$ cat src/rtl/fir_pkg.sv
// Shared types and arithmetic helpers for the decimating FIR: FSM encoding,
// accumulator sizing and the round-half-up / saturate rule.
package fir_pkg;

   typedef enum logic [1:0] {CLEAR, IDLE, MAC, OUT} fir_state_t;

   // Working width for rounding; must exceed any accumulator width plus one guard bit.
   localparam int WIDE_W = 128;

   function automatic int acc_width(input int in_w, input int coeff_w, input int taps);
      return in_w + coeff_w + $clog2(taps);
   endfunction

   function automatic logic signed [WIDE_W-1:0] round_sat(
      input logic signed [WIDE_W-1:0] acc,
      input int                       shift,
      input int                       out_w
   );
      logic signed [WIDE_W-1:0] one;
      logic signed [WIDE_W-1:0] t;
      logic signed [WIDE_W-1:0] hi;
      logic signed [WIDE_W-1:0] lo;
      one = WIDE_W'(1);
      t   = acc;
      if (shift > 0) t = t + (one <<< (shift - 1));
      t  = t >>> shift;
      hi = (one <<< (out_w - 1)) - one;
      lo = -(one <<< (out_w - 1));
      if (t > hi)      t = hi;
      else if (t < lo) t = lo;
      return t;
   endfunction

endpackage

$ cat src/rtl/fir_round_sat.sv
// Combinational round-half-up, arithmetic right shift and saturation of the
// accumulator down to the output width.
module fir_round_sat
   import fir_pkg::*;
#(
   parameter int ACC_W     = 73,
   parameter int OUT_W     = 50,
   parameter int OUT_SHIFT = 17
) (
   input  logic signed [ACC_W-1:0] acc,
   output logic signed [OUT_W-1:0] res
);

   assign res = OUT_W'(round_sat(WIDE_W'(acc), OUT_SHIFT, OUT_W));

endmodule

$ cat src/rtl/fir_decim_mac.sv
// Multi-channel decimating FIR: one shared MAC over taps and channels, per-channel
// circular history in a single sample memory, runtime-loadable coefficients.
module fir_decim_mac
   import fir_pkg::*;
#(
   parameter int IN_W      = 50,
   parameter int COEFF_W   = 18,
   parameter int NUM_TAPS  = 26,
   parameter int R         = 2,
   parameter int NUM_CH    = 1,
   parameter int OUT_W     = 50,
   parameter int OUT_SHIFT = 17,
   localparam int CH_W     = (NUM_CH > 1) ? $clog2(NUM_CH) : 1,
   localparam int TAP_W    = (NUM_TAPS > 1) ? $clog2(NUM_TAPS) : 1
) (
   input  logic                      clk,
   input  logic                      rst_n,
   input  logic                      in_valid,
   output logic                      in_ready,
   input  logic signed [IN_W-1:0]    in_data,
   input  logic        [CH_W-1:0]    in_ch,
   input  logic                      coef_we,
   input  logic        [TAP_W-1:0]   coef_addr,
   input  logic signed [COEFF_W-1:0] coef_wdata,
   output logic                      coef_err,
   output logic                      out_valid,
   output logic signed [OUT_W-1:0]   out_data,
   output logic        [CH_W-1:0]    out_ch
);

   localparam int ACC_W  = acc_width(IN_W, COEFF_W, NUM_TAPS);
   localparam int PROD_W = IN_W + COEFF_W;
   localparam int DEPTH  = NUM_CH * NUM_TAPS;
   localparam int AW     = (DEPTH > 1) ? $clog2(DEPTH) : 1;
   localparam int PH_W   = (R > 1) ? $clog2(R) : 1;

   fir_state_t state, state_nxt;

   logic        [AW-1:0]      clr_cnt;
   logic        [TAP_W-1:0]   k_cnt;
   logic        [TAP_W-1:0]   rd_ptr;
   logic        [CH_W-1:0]    ch_lat;
   logic        [TAP_W-1:0]   wptr  [NUM_CH];
   logic        [PH_W-1:0]    phase [NUM_CH];
   logic signed [COEFF_W-1:0] coef  [NUM_TAPS];
   logic signed [IN_W-1:0]    mem   [DEPTH];

   logic signed [PROD_W-1:0]  prod_p1;
   logic signed [ACC_W-1:0]   acc;
   logic signed [OUT_W-1:0]   rs_out;
   logic                      vld_p1, last_p1, last_p2;

   logic            ch_ok, take, dec_done, coef_ok;
   logic [CH_W-1:0] ch_sel;
   logic [AW-1:0]   wr_addr, rd_addr;

   assign in_ready = (state == IDLE);
   assign ch_ok    = (int'(in_ch) < NUM_CH);
   assign ch_sel   = ch_ok ? in_ch : '0;
   assign take     = in_valid && in_ready && ch_ok;
   assign dec_done = take && (phase[ch_sel] == PH_W'(R - 1));
   assign coef_ok  = coef_we && (state == IDLE) && (int'(coef_addr) < NUM_TAPS);
   assign wr_addr  = AW'(int'(ch_sel) * NUM_TAPS + int'(wptr[ch_sel]));
   assign rd_addr  = AW'(int'(ch_lat) * NUM_TAPS + int'(rd_ptr));

   always_comb begin
      state_nxt = state;
      case (state)
         CLEAR:   if (clr_cnt == AW'(DEPTH - 1)) state_nxt = IDLE;
         IDLE:    if (dec_done) state_nxt = MAC;
         MAC:     if (k_cnt == TAP_W'(NUM_TAPS - 1)) state_nxt = OUT;
         OUT:     state_nxt = IDLE;
         default: state_nxt = CLEAR;
      endcase
   end

   always_ff @(posedge clk or negedge rst_n) begin
      if (!rst_n) begin
         state     <= CLEAR;
         clr_cnt   <= '0;
         k_cnt     <= '0;
         rd_ptr    <= '0;
         ch_lat    <= '0;
         for (int c = 0; c < NUM_CH; c++) begin
            wptr[c]  <= '0;
            phase[c] <= '0;
         end
         for (int t = 0; t < NUM_TAPS; t++) coef[t] <= '0;
         coef_err  <= 1'b0;
         vld_p1    <= 1'b0;
         last_p1   <= 1'b0;
         last_p2   <= 1'b0;
         out_valid <= 1'b0;
         out_data  <= '0;
         out_ch    <= '0;
      end else begin
         state    <= state_nxt;
         if (state == CLEAR) clr_cnt <= clr_cnt + 1'b1;
         if (coef_ok) coef[coef_addr] <= coef_wdata;
         coef_err <= coef_we && !coef_ok;
         if (take) begin
            wptr[ch_sel]  <= (wptr[ch_sel] == TAP_W'(NUM_TAPS - 1)) ? '0 : wptr[ch_sel] + 1'b1;
            phase[ch_sel] <= dec_done ? '0 : phase[ch_sel] + 1'b1;
         end
         // The newest sample sits at the pre-increment write pointer; walk backwards from it.
         if (dec_done) begin
            ch_lat <= ch_sel;
            rd_ptr <= wptr[ch_sel];
            k_cnt  <= '0;
         end else if (state == MAC) begin
            rd_ptr <= (rd_ptr == '0) ? TAP_W'(NUM_TAPS - 1) : rd_ptr - 1'b1;
            k_cnt  <= k_cnt + 1'b1;
         end
         vld_p1    <= (state == MAC);
         last_p1   <= (state == MAC) && (k_cnt == TAP_W'(NUM_TAPS - 1));
         last_p2   <= last_p1;
         // output stage: register the rounded, saturated result
         out_valid <= last_p2;
         if (last_p2) begin
            out_data <= rs_out;
            out_ch   <= ch_lat;
         end
      end
   end

   always_ff @(posedge clk) begin
      if (state == CLEAR) mem[clr_cnt] <= '0;
      else if (take)      mem[wr_addr] <= in_data;
   end

   always_ff @(posedge clk) begin
      // stage p1: one tap product per MAC cycle
      if (state == MAC) prod_p1 <= PROD_W'(mem[rd_addr]) * PROD_W'(coef[k_cnt]);
      // stage p2: full-precision accumulate
      if (dec_done)    acc <= '0;
      else if (vld_p1) acc <= acc + ACC_W'(prod_p1);
   end

   fir_round_sat #(
      .ACC_W     (ACC_W),
      .OUT_W     (OUT_W),
      .OUT_SHIFT (OUT_SHIFT)
   ) u_round_sat (
      .acc (acc),
      .res (rs_out)
   );

endmodule
$ cat config.mk
export PLATFORM = sky130hd
export DESIGN_NAME = fir_decim_mac
export DESIGN_NICKNAME = d
export VERILOG_FILES = /design/src/rtl/fir_pkg.sv /design/src/rtl/fir_round_sat.sv /design/src/rtl/fir_decim_mac.sv
export SDC_FILE = /design/constraint.sdc
export NUM_CORES = 2
export LEC_CHECK = 0
export CORE_ASPECT_RATIO = 1.25
export CORE_MARGIN = 2
export CORE_UTILIZATION = 65
export DETAILED_ROUTE_END_ITERATION = 12
export PLACE_DENSITY = 0.82
export SLEW_MARGIN = 20
export SYNTH_ARGS = -nofsm -noshare
export SYNTH_HDL_FRONTEND = slang
export SYNTH_HIERARCHICAL = 1
export SYNTH_SLANG_ARGS = --single-unit
$ cat constraint.sdc
create_clock -name clk -period 14.2 [get_ports clk]
set_input_delay 2.84 -clock clk [delete_from_list [all_inputs] [get_ports clk]]
set_output_delay 2.84 -clock clk [all_outputs]
set_load 0.01 [all_outputs]
==> flow_metrics.py <==
metrics = {
    "outcome": {
        "status": "finished, final reports clean",
    },
    "synthesis": {
        "synthSimpleGateAreaFrac_pct": 7.39,
        "ys_warn_count": 6,
        "synth_common_cells": "edfxtp_1, inv_1, fa_1, nand2_1, mux2_2",
        "netlist_instances": 8793,
        "synth_cell_types": 96,
        "synthArstFlopShare_pct": 27.5,
        "syn-num-nets": 9954,
        "ys_seq_area_share_pct": 48.8,
        "synth_area_leaders": "edfxtp_1, fa_1, dfrtp_1, mux2_2, mux4_2",
        "synth_top_area_share_pct": 35.6,
        "synth-xor-area-share_pct": 1.50,
        "syn_area_per_cell_um2": 13.1,
        "synth_top_family_by_area": "adder cells",
        "ys_ff_latch": 1987,
        "synth.most_common_cell": "edfxtp_1",
        "synth_edf_count": 1368,
        "synth_fa_ha_area_share_pct": 17.2,
        "synthFlopType": "edfxtp_1",
        "yosysTopAreaCell": "edfxtp_1",
        "synth_compound_area_share_pct": 5.17,
        "syn_area_um2": 115000,
        "synth_mux_area_share_pct": 14.8,
    },
    "worst_hold_path": {
        "worstHoldPathType": "reg -> reg",
    },
    "grt": {
        "overflow": 0,
        "grt_util_all_layers_pct": 33.2,
        "antenna_found_initial": 5,
        "grt_pass1_vias": 77400,
        "grt_pass1_wl_mm": 454,
        "grt_max_degree": 205,
    },
    "cells_and_area": {
        "seq_area_um2": 56200,
        "syn2layout_area_growth_pct": 8.71,
        "fillers": 11300,
        "stdcell_count": 11300,
        "final_nets": 9929,
        "multiInputGateArea_um2": 53600,
        "drive_above_1_share_pct": 17.0,
    },
    "timing": {
        "period_minus_slack_ns": 10.55,
        "tns_ns": 0,
        "rsz0062_at_grt": "no",
        "finalCritPeriodShare_pct": 74.3,
        "worst_pin_slew_ns": 1.21,
        "whs_ns": 0.346,
        "slew_headroom_pct": 19.6,
        "slew_viol_final": 0,
        "fin_worst_skew_ns": 0.0523,
        "hold_violations": 0,
        "max_freq_mhz": 94.8,
        "finalSetupViolations": 0,
    },
    "flow_run": {
        "cap_violations": 0,
    },
    "route": {
        "wl_per_cell_um": 26.2,
        "vias_per_cell": 6.44,
        "routed_wl_mm": 295,
        "drc": 0,
        "first_pass_iters": 8,
        "drtIter0Drc": 7195,
        "via_count": 72700,
        "ant_nets": 0,
    },
    "clocking": {
        "htree_levels": 4,
        "cts_resized": 0,
        "clock_sinks": 1987,
        "clk_pin_slew_ns": 0.07,
        "cts_made_buffers": 184,
        "worstSkewPairLatency_ns": 0.87,
        "tritoncts": "built",
        "root_buffer": "clkbuf_16",
        "cts_hold_buf": 0,
        "cts_setup_buffers": 0,
        "clock_path_buffers": 3,
    },
    "setup_path": {
        "cp_max_fo": 59,
        "cp-end-kind": "flip-flop",
        "worst_path_most_repeated_cell": "fa_1",
        "arrival_ns": 11.15,
        "critPathMaxStageDelay_ns": 1.09,
        "path_class": "reg -> reg",
        "startpoint_type": "flip-flop",
        "crit_required_ns": 14.79,
        "slowest_stage": "dfrtp_4",
    },
    "die": {
        "design.core.area_um2": 176000,
        "rows": 172,
        "ios": 132,
        "dieArea_um2": 181000,
        "die_y_um": 475,
        "die_w_um": 381,
        "initial_core_util_pct": 65.5,
    },
    "place": {
        "port_buffers": 130,
        "gp_congestion": 0.918,
        "hpwl_mm": 180,
        "place_inst": 10900,
    },
}
sequential cells by signal, indices dropped and copies added (netlist names), 5 cells and up:
register / cells
prod_p1: 68
coef: 468
rd_ptr: 5
k_cnt: 5
out_data: 50
acc: 73
wptr: 5
mem: 1300
clr_cnt: 5
final cells by class:
cell class                 instances  share of cell area [%]
multi-input combinational       5307                    42.8
antenna                            4                 0.00799
inverter                        1013                    3.03
tap                             2349                    2.35
sequential                      1987                    44.9
clock buffer                     223                    3.90
clock inverter                   119                   0.998
timing repair buffer             275                    2.04
cell usage in the layout, fill, tap and decap left out, types with 283 or more instances in the layout:
cell type / instances
dfrtp_1: 535
edfxtp_1: 1368
fa_1: 843
inv_1: 1012
mux2_2: 642
mux2i_1: 285
mux4_2: 308
nand2_1: 799
nor2_1: 315
o21ai_0: 283
worst max-delay path: cells and delay by family, from the launching register on:
family	cells	cell delay (ns)
flops	1	1.09
simple gates	5	1.50
buf+inv	6	1.16
compound gates	10	2.48
mux	1	0.57
fa+ha+maj	7	3.33
xor+xnor	1	0.10
through the flow:
stage	cell area (um^2)	util, %	setup slack (ns)
after floorplan	115000	-	5.75
after global placement	119000	67.6	4.05
after detailed placement	119000	67.6	3.82
after CTS	125000	71.1	3.79
after global routing	125000	71.2	3.16
final	125000	71.2	3.65
kinds of logic (layout without fill, tap and decap cells):
kind of cell    count (synthesis)  count (layout)
flops                        1987            1987
simple gates                 1825            1825
buf+inv                      1499            1630
mux                          1236            1236
fa+ha+maj                    1083            1083
compound gates                964             964
xor+xnor                      198             198
other cells                     1               5
path summary, 6_finish.rpt:
check                      startpoint  depth (start not counted)          end  slack (ns)
setup reg to reg            rd_ptr[1]                         30  prod_p1[65]        3.65
hold / removal                last_p1                          0      last_p2        0.35
min in group asynchronous       rst_n                          1    coef[174]        2.11
max in group asynchronous       rst_n                          4       vld_p1        9.72
hold reg to reg               last_p1                          0      last_p2        0.35
setup / recovery            rd_ptr[1]                         30  prod_p1[65]        3.65
per-layer routing:
metal | up-vias | global-route usage, % | share of wire [%]
li1 | 30400 | - | -
met1 | 36900 | 41.5 | 35
met2 | 4269 | 55.9 | 50
met3 | 1147 | 6.11 | 9.6
met4 | 4 | 16.8 | 5.5
met5 | - | 0 | 0.011
Power is not shown: default switching activity piles up to over one toggle a cycle in this logic, so the estimate is an artifact.
